===== src/rtl/pq_front_end.sv =====
// Front-end controller for a 31-entry min-heap event queue: arbitrates producers into a staging FIFO
// and serialises enqueues/dequeues to the heap. Optional counters built when PQ_STATS_EN is defined.
//
//  state | meaning
//  RUN   | may issue one heap op (dequeue preferred over enqueue)
//  HOLD  | settle bubble after a dequeue; no heap op, deq_req ignored
module pq_front_end #(
    parameter int DW   = 16,
    parameter int NP   = 4,
    parameter int FAW  = 3,
    parameter int QCAP = 31
) (
    input  logic              CLK,
    input  logic              rst,
    input  logic [NP-1:0]     in_vld,
    input  logic [NP*DW-1:0]  in_data,
    output logic [NP-1:0]     in_rdy,
    input  logic              deq_req,
    output logic              deq_vld,
    output logic [DW-1:0]     deq_data,
    output logic              pq_enq,
    output logic              pq_deq,
    output logic [DW-1:0]     pq_inp_data,
    input  logic [DW-1:0]     pq_out_data,
    input  logic [4:0]        pq_count,
    output logic [FAW:0]      fifo_lvl,
    output logic [31:0]       stat_enq_cnt,
    output logic [31:0]       stat_deq_cnt
);

    localparam int PW    = (NP > 1) ? $clog2(NP) : 1;
    localparam int DEPTH = 1 << FAW;

    typedef enum logic {S_RUN, S_HOLD} state_t;

    state_t          state;
    logic [PW-1:0]   rr_ptr;
    logic [PW-1:0]   rr_nxt;
    logic [PW-1:0]   idx_p;
    logic [DW-1:0]   in_word [NP];
    logic [DW-1:0]   mem [DEPTH];
    logic [FAW-1:0]  wr_ptr;
    logic [FAW-1:0]  rd_ptr;
    logic [DW-1:0]   wr_data;
    logic            fifo_full;
    logic            fifo_empty;
    logic            push;
    logic            pop;
    logic            do_deq;
    logic            do_enq;
    logic [5:0]      cnt_eff;

    for (genvar i = 0; i < NP; i++) begin : g_word
        assign in_word[i] = in_data[i*DW +: DW];
    end

    assign fifo_full  = (fifo_lvl == (FAW+1)'(DEPTH));
    assign fifo_empty = (fifo_lvl == '0);

    // Round-robin: first valid producer at or after rr_ptr, wrapping.
    always_comb begin
        in_rdy  = '0;
        push    = 1'b0;
        rr_nxt  = rr_ptr;
        wr_data = '0;
        idx_p   = '0;
        for (int k = 0; k < NP; k++) begin
            idx_p = PW'((int'(rr_ptr) + k) % NP);
            if (!fifo_full && !push && in_vld[idx_p]) begin
                in_rdy[idx_p] = 1'b1;
                push          = 1'b1;
                wr_data       = in_word[idx_p];
                rr_nxt        = PW'((int'(idx_p) + 1) % NP);
            end
        end
    end

    // The heap reflects an enqueue one edge late, so the strobe in flight counts as occupied.
    assign cnt_eff = {1'b0, pq_count} + {5'b0, pq_enq};
    assign do_deq  = (state == S_RUN) && deq_req && (pq_count != 5'd0);
    assign do_enq  = (state == S_RUN) && !do_deq && !fifo_empty && (32'(cnt_eff) < QCAP);
    assign pop     = do_enq;

    always_ff @(posedge CLK or posedge rst) begin
        if (rst) begin
            rr_ptr   <= '0;
            wr_ptr   <= '0;
            rd_ptr   <= '0;
            fifo_lvl <= '0;
        end else begin
            if (push) begin
                wr_ptr <= wr_ptr + 1'b1;
                rr_ptr <= rr_nxt;
            end
            if (pop) rd_ptr <= rd_ptr + 1'b1;
            case ({push, pop})
                2'b10:   fifo_lvl <= fifo_lvl + 1'b1;
                2'b01:   fifo_lvl <= fifo_lvl - 1'b1;
                default: fifo_lvl <= fifo_lvl;
            endcase
        end
    end

    always_ff @(posedge CLK) begin
        if (push) mem[wr_ptr] <= wr_data;
    end

    always_ff @(posedge CLK or posedge rst) begin
        if (rst) begin
            state       <= S_RUN;
            pq_enq      <= 1'b0;
            pq_deq      <= 1'b0;
            pq_inp_data <= '0;
            deq_vld     <= 1'b0;
            deq_data    <= '0;
        end else begin
            pq_enq  <= do_enq;
            pq_deq  <= do_deq;
            deq_vld <= (state == S_HOLD);
            if (do_enq) pq_inp_data <= mem[rd_ptr];
            // Root sampled in the issue cycle, before the heap reorganises.
            if (do_deq) deq_data <= pq_out_data;
            case (state)
                S_RUN:   if (do_deq) state <= S_HOLD;
                S_HOLD:  state <= S_RUN;
                default: state <= S_RUN;
            endcase
        end
    end

`ifdef PQ_STATS_EN
    always_ff @(posedge CLK or posedge rst) begin
        if (rst) begin
            stat_enq_cnt <= '0;
            stat_deq_cnt <= '0;
        end else begin
            if (do_enq) stat_enq_cnt <= stat_enq_cnt + 32'd1;
            if (do_deq) stat_deq_cnt <= stat_deq_cnt + 32'd1;
        end
    end
`else
    assign stat_enq_cnt = '0;
    assign stat_deq_cnt = '0;
`endif

endmodule


===== config.mk =====
export PLATFORM = sky130hd
export DESIGN_NAME = pq_front_end
export DESIGN_NICKNAME = d
export VERILOG_FILES = /design/src/rtl/pq_front_end.sv
export SDC_FILE = /design/constraint.sdc
export NUM_CORES = 1
export LEC_CHECK = 0
export ABC_AREA = 1
export ABC_CLOCK_PERIOD_IN_PS = 4400
export CAP_MARGIN = 5
export CORE_MARGIN = 2
export CORE_UTILIZATION = 52
export DETAILED_ROUTE_END_ITERATION = 8
export PLACE_DENSITY_LB_ADDON = 0.2
export REMOVE_ABC_BUFFERS = 1
export SYNTH_ARGS = -nofsm -noshare
export SYNTH_HDL_FRONTEND = slang
export SYNTH_SLANG_ARGS = --single-unit

===== constraint.sdc =====
create_clock -name CLK -period 4.4 [get_ports CLK]
set_input_delay 0.66 -clock CLK [delete_from_list [all_inputs] [get_ports CLK]]
set_output_delay 0.66 -clock CLK [all_outputs]
set_load 0.1 [all_outputs]

==> results of run 1 <==
[routing by layer]
metal  global-route usage [%]  up-vias  routed length (um)
met3                     4.82       30                1320
met2                     35.1      250               10200
met4                     7.53        0                 432
li1                         -     3754                   -
met1                     27.9     3431                9060
met5                        0        -                   0
[area by class of cell]
cell class,count,area [um2],share of cell area [%]
clock buffer,20,467,4.04
clock inverter,12,156,1.35
inverter,73,283,2.45
multi-input combinational,769,3860,33.4
sequential,176,5050,43.7
tap,234,293,2.53
timing repair buffer,143,1450,12.5
[placed cells by master, fill, tap and decap left out, types with 30 or more instances in the layout]
master and instances:
inv_1 61, nand2_1 214, o21ai_0 137, edfxtp_1 128, nand3_1 30, conb_1 64
o21ai_1 31, dfrtp_1 47, clkdlybuf4s50_1 130, nor2_1 138
[worst paths after layout]
path                                    to  slack [ps]  depth (start not counted)
setup / recovery                 in_rdy[0]         740                          8
hold / removal                     deq_vld         430                          0
setup reg to reg               fifo_lvl[3]        1040                         16
hold reg to reg                    deq_vld         430                          0
max in group asynchronous  pq_inp_data[13]        3040                          3
min in group asynchronous     deq_data[15]         570                          2
[through the flow]
step                utilization, %  setup TNS, ps  cells  cell area (um2)
floorplan                        -          -8010   1018             9190
global placement              59.0              0   1395            10900
detailed placement            59.0              0   1395            10900
CTS                           62.4              0   1427            11600
global route                  62.4              0   1427            11600
finish                        62.4              0   1427            11600
[cells in the mapped netlist, types with 4 or more instances]
| master | instances | area [um2] |
|---|---|---|
| ha_1 | 11 | 138 |
| a32oi_1 | 16 | 140 |
| clkbuf_1 | 26 | 97.6 |
| o221ai_1 | 16 | 140 |
| xor2_1 | 5 | 43.8 |
| o21bai_1 | 16 | 120 |
| buf_4 | 68 | 510 |
| dfrtp_1 | 48 | 1200 |
| nor2_1 | 138 | 518 |
| nand2_1 | 214 | 803 |
| nand3_2 | 4 | 40.0 |
| nand3_1 | 30 | 150 |
| mux2i_1 | 16 | 160 |
| inv_1 | 62 | 233 |
| inv_2 | 8 | 30.0 |
| o22ai_1 | 5 | 31.3 |
| buf_2 | 26 | 130 |
| nand4_1 | 19 | 119 |
| o21ai_0 | 137 | 686 |
| o21ai_1 | 31 | 155 |
| edfxtp_1 | 128 | 3840 |
| a21oi_1 | 23 | 115 |
| nand2_2 | 8 | 50.1 |
[sequential cells by signal, summed over array words and instances (netlist names)]
signal,count
deq_data,16
pq_deq,1
rd_ptr,3
state,1
fifo_lvl,4
mem,128
wr_ptr,3
pq_enq,1
deq_vld,1
rr_ptr,2
pq_inp_data,16
[critical path, stage by stage, from the launching register on]
cell,delay (ps)
dfrtp_2,440
inv_6,330
ha_1,350
nand3_1,150
nand3_4,130
inv_2,280
nand4_1,240
o21ai_0,390
buf_12,230
[cells by family (layout without fill, tap and decap cells)]
kind of cell               Yosys count  after routing  share of synthesized area, %
AOI/OAI and AO/OA                  246            246                          14.5
xor gates and xnor gates             6              6                         0.540
adders and majority gates           12             12                          1.62
buffers and inverters              199            248                          11.0
DFF                                176            176                          51.8
muxes                               16             16                          1.65
other                                1             64                        0.0385
and+or+nand+nor                    425            425                          18.8
==> impl_metrics.ini, run 1 <==
[outcome]
outcome = complete, no violations

[timing]
worst_slew_pin_slew_ps = 1080
slew_violations = 0
worst_slew_margin_rel_pct = 27.6
finalWorstSetupSlack_ps = 739
hold-worst-slack_ps = 433
hold_violations = 0
post-route-period-util_pct = 83.2
min_period_ps = 3660
setup_violations = 0
fin_skew_ps = 12.5
fmax_mhz = 273
grt_setup_unrepaired = false

[floorplan]
core_um2 = 18500
die_x_um = 141
ioPinCount = 199
die_area_um2 = 19800
die_h_um = 141
rows = 50
start_util_pct = 52.6

[route]
drt_iter0_markers = 504
wire_per_inst_um = 14.7
drc_errors = 0
totalWireLength_mm = 21.0
num_vias = 7465
final_antenna_net_count = 0
drt_pass1_iterations = 7
via_per_inst = 5.23

[clocking]
cts_root_buf = clkbuf_16
hold_buffers = 0
h-tree-depth = 4
cts_sinks = 176
cts_buffers = 17
clockBufferDepth = 2
cts_resized = 0
path_clk_slew_ps = 60
cts_tree = built
clk-insertion-delay-late_ps = 430
post-cts-setup-buffer-count = 0

[critical_path]
required_ps = 3740
end_kind = primary output
cp-start-kind = flop
regToRegStartpoint = rr_ptr[0]
cp.arrival_ps = 3000
crit_start = rr_ptr[0]
cp_max_fo = 70
critPathKind = reg2out

[min_path]
min_path_type = reg2reg
hp-start = state

[grt]
grt_pass1_wl_mm = 33.3
grt_start_max_net_pins = 72
grt_overflow = 0
track_usage_pct = 21.3
antenna_found_initial = 0
grt_pass1_vias = 6696

[synth]
ys.warnings.count = 0
synth.distinct_cells = 40
async_reset_ff_share_pct = 27.3
synthesis.instances = 1081
ys_seq_elements = 176
synth-edff-count = 128
synth-main-ff-cell = edfxtp_1
ys_seq_area_share_pct = 51.8
syn_area_per_cell_um2 = 9.00
synth.cell_area_um2 = 9730

[finish]
syn_to_final_growth_pct = 18.7
finalNetCount = 1284
fillCellCount = 1538
antenna_cells = 0
drive_gt1_share_pct = 6.79

[place]
io_buffer_count = 134
pre_cts_ws_ps = 941
dp_hpwl_mm = 13.6
gp_congestion = 0.826

[run]
max_cap_viol_count = 0
Power of run 1 is not shown: default switching activity piles up to over one toggle a cycle in this logic, so the estimate is an artifact.
==> run 2, diff against run 1 <==
ABC_CLOCK_PERIOD_IN_PS = 3550   (was 4400)
clock period = 3.55 ns   (was 4.4 ns; I/O delays follow)
==> run 2 against run 1 <==
  * Via count grew 1.7%
  * Final area grew 0.53%
  * Wire length grew 2.6%
  * Setup slack lost 340 ps
  * Non-clock buffer count grew 15
  * Critical path depth grew 1
  * Die area is the same
  * Clock skew is essentially flat
  * Highest routed layer unchanged
==> impl_metrics.ini, run 2 (synthesis results as in run 1) <==
[outcome]
outcome = complete, no violations

[floorplan]
ioPinCount = 199
rows = 50
start_util_pct = 52.6
die_x_um = 141
die_area_um2 = 19800
core_um2 = 18500
die_h_um = 141

[timing]
hold-worst-slack_ps = 446
min_period_ps = 3150
worst_slew_pin_slew_ps = 1050
setup_violations = 0
worst_slew_margin_rel_pct = 29.6
post-route-period-util_pct = 88.6
grt_setup_unrepaired = false
fmax_mhz = 318
hold_violations = 0
fin_skew_ps = 12.3
slew_violations = 0

[critical_path]
crit_end = in_rdy[2]
cp-start-kind = flop
critPathKind = reg2out
r2r_slack_ps = 540
r2r_cells = 16
cp.arrival_ps = 2610
cp_max_fo = 6
end_kind = primary output
crit_start = rr_ptr[0]
required_ps = 3020
reg2reg_to = fifo_lvl[3]
regToRegStartpoint = rr_ptr[0]

[finish]
syn_to_final_growth_pct = 19.3
layout_commonest_cell = nand2_1
top_regs = mem: 128 flops, deq_data: 16 flops, pq_inp_data: 16 flops
top_register = mem
finalNetCount = 1299
fillCellCount = 1558
antenna_cells = 0
drive_gt1_share_pct = 7.70
largest_reg_flops = 128
layout_common_cells = nand2_1 (214), nor2_1 (138), o21ai_0 (137), clkdlybuf4s50_1 (130), edfxtp_1 (128)

[min_path]
min_path_type = in2async

[grt]
grt_start_max_net_pins = 68
grt_pass1_vias = 7113
track_usage_pct = 22.1
grt_pass1_wl_mm = 34.9
grt_overflow = 0
antenna_found_initial = 0

[clocking]
clockBufferDepth = 2
hold_buffers = 0
cts_buffers = 17
cts_tree = built
post-cts-setup-buffer-count = 0
cts_sinks = 176
cts_resized = 0
path_clk_slew_ps = 60
cts_root_buf = clkbuf_16
clk-insertion-delay-late_ps = 420
h-tree-depth = 4

[place]
io_buffer_count = 134
gp_congestion = 0.823
dp_hpwl_mm = 13.9

[route]
drc_errors = 0
wire_per_inst_um = 14.9
num_vias = 7591
drt_iter0_markers = 508
via_per_inst = 5.26
totalWireLength_mm = 21.5
final_antenna_net_count = 0
drt_pass1_iterations = 6

[run]
max_cap_viol_count = 0
## run 2: how the worst min path moves through the flow
| stage | start | endpoint | slack, ps |
|---|---|---|---|
| floorplan | state | deq_vld | 390 |
| global placement | state | deq_vld | 440 |
| detailed placement | state | deq_vld | 440 |
| CTS | rst | deq_data[15] | 460 |
| global route | state | deq_vld | 450 |
| finish | rst | deq_data[15] | 450 |
## run 2: through the flow
stage	setup TNS [ps]	area [um2]	worst slack, ps	utilization, %	instances
finish	0	11600	404	62.7	1442
CTS	0	11600	392	62.7	1442
detailed placement	0	11000	301	59.6	1410
global placement	0	11000	431	59.6	1410
floorplan	-176250	9190	-2580	-	1018
global route	0	11600	240	62.7	1442
## run 2: routing by layer
| layer | wire, um | GRT usage [%] |
|---|---|---|
| met1 | 9380 | 29.1 |
| met2 | 10700 | 38.2 |
| met3 | 1210 | 3.77 |
| met4 | 226 | 5.84 |
| met5 | 0 | 0 |
## run 2: cell type report
cell class	instances	area, um2	share of cell area, %
inverters	73	283	2.43
clock inverters	9	83.8	0.722
flip-flops and latches	176	5050	43.4
well taps	234	293	2.52
clock buffers	23	488	4.20
multi-input cells	769	3860	33.2
repair buffers	158	1560	13.4
## run 2: critical path, cell delays in order, from the launching register on
cell and delay (ps):
dfrtp_2 450, inv_6 70, ha_1 410, inv_2 80, nand3_1 140, nand3_4 130, inv_2 80, nand4_1 200
o21ai_0 400, buf_12 230
Power of run 2 is left out for the same reason.
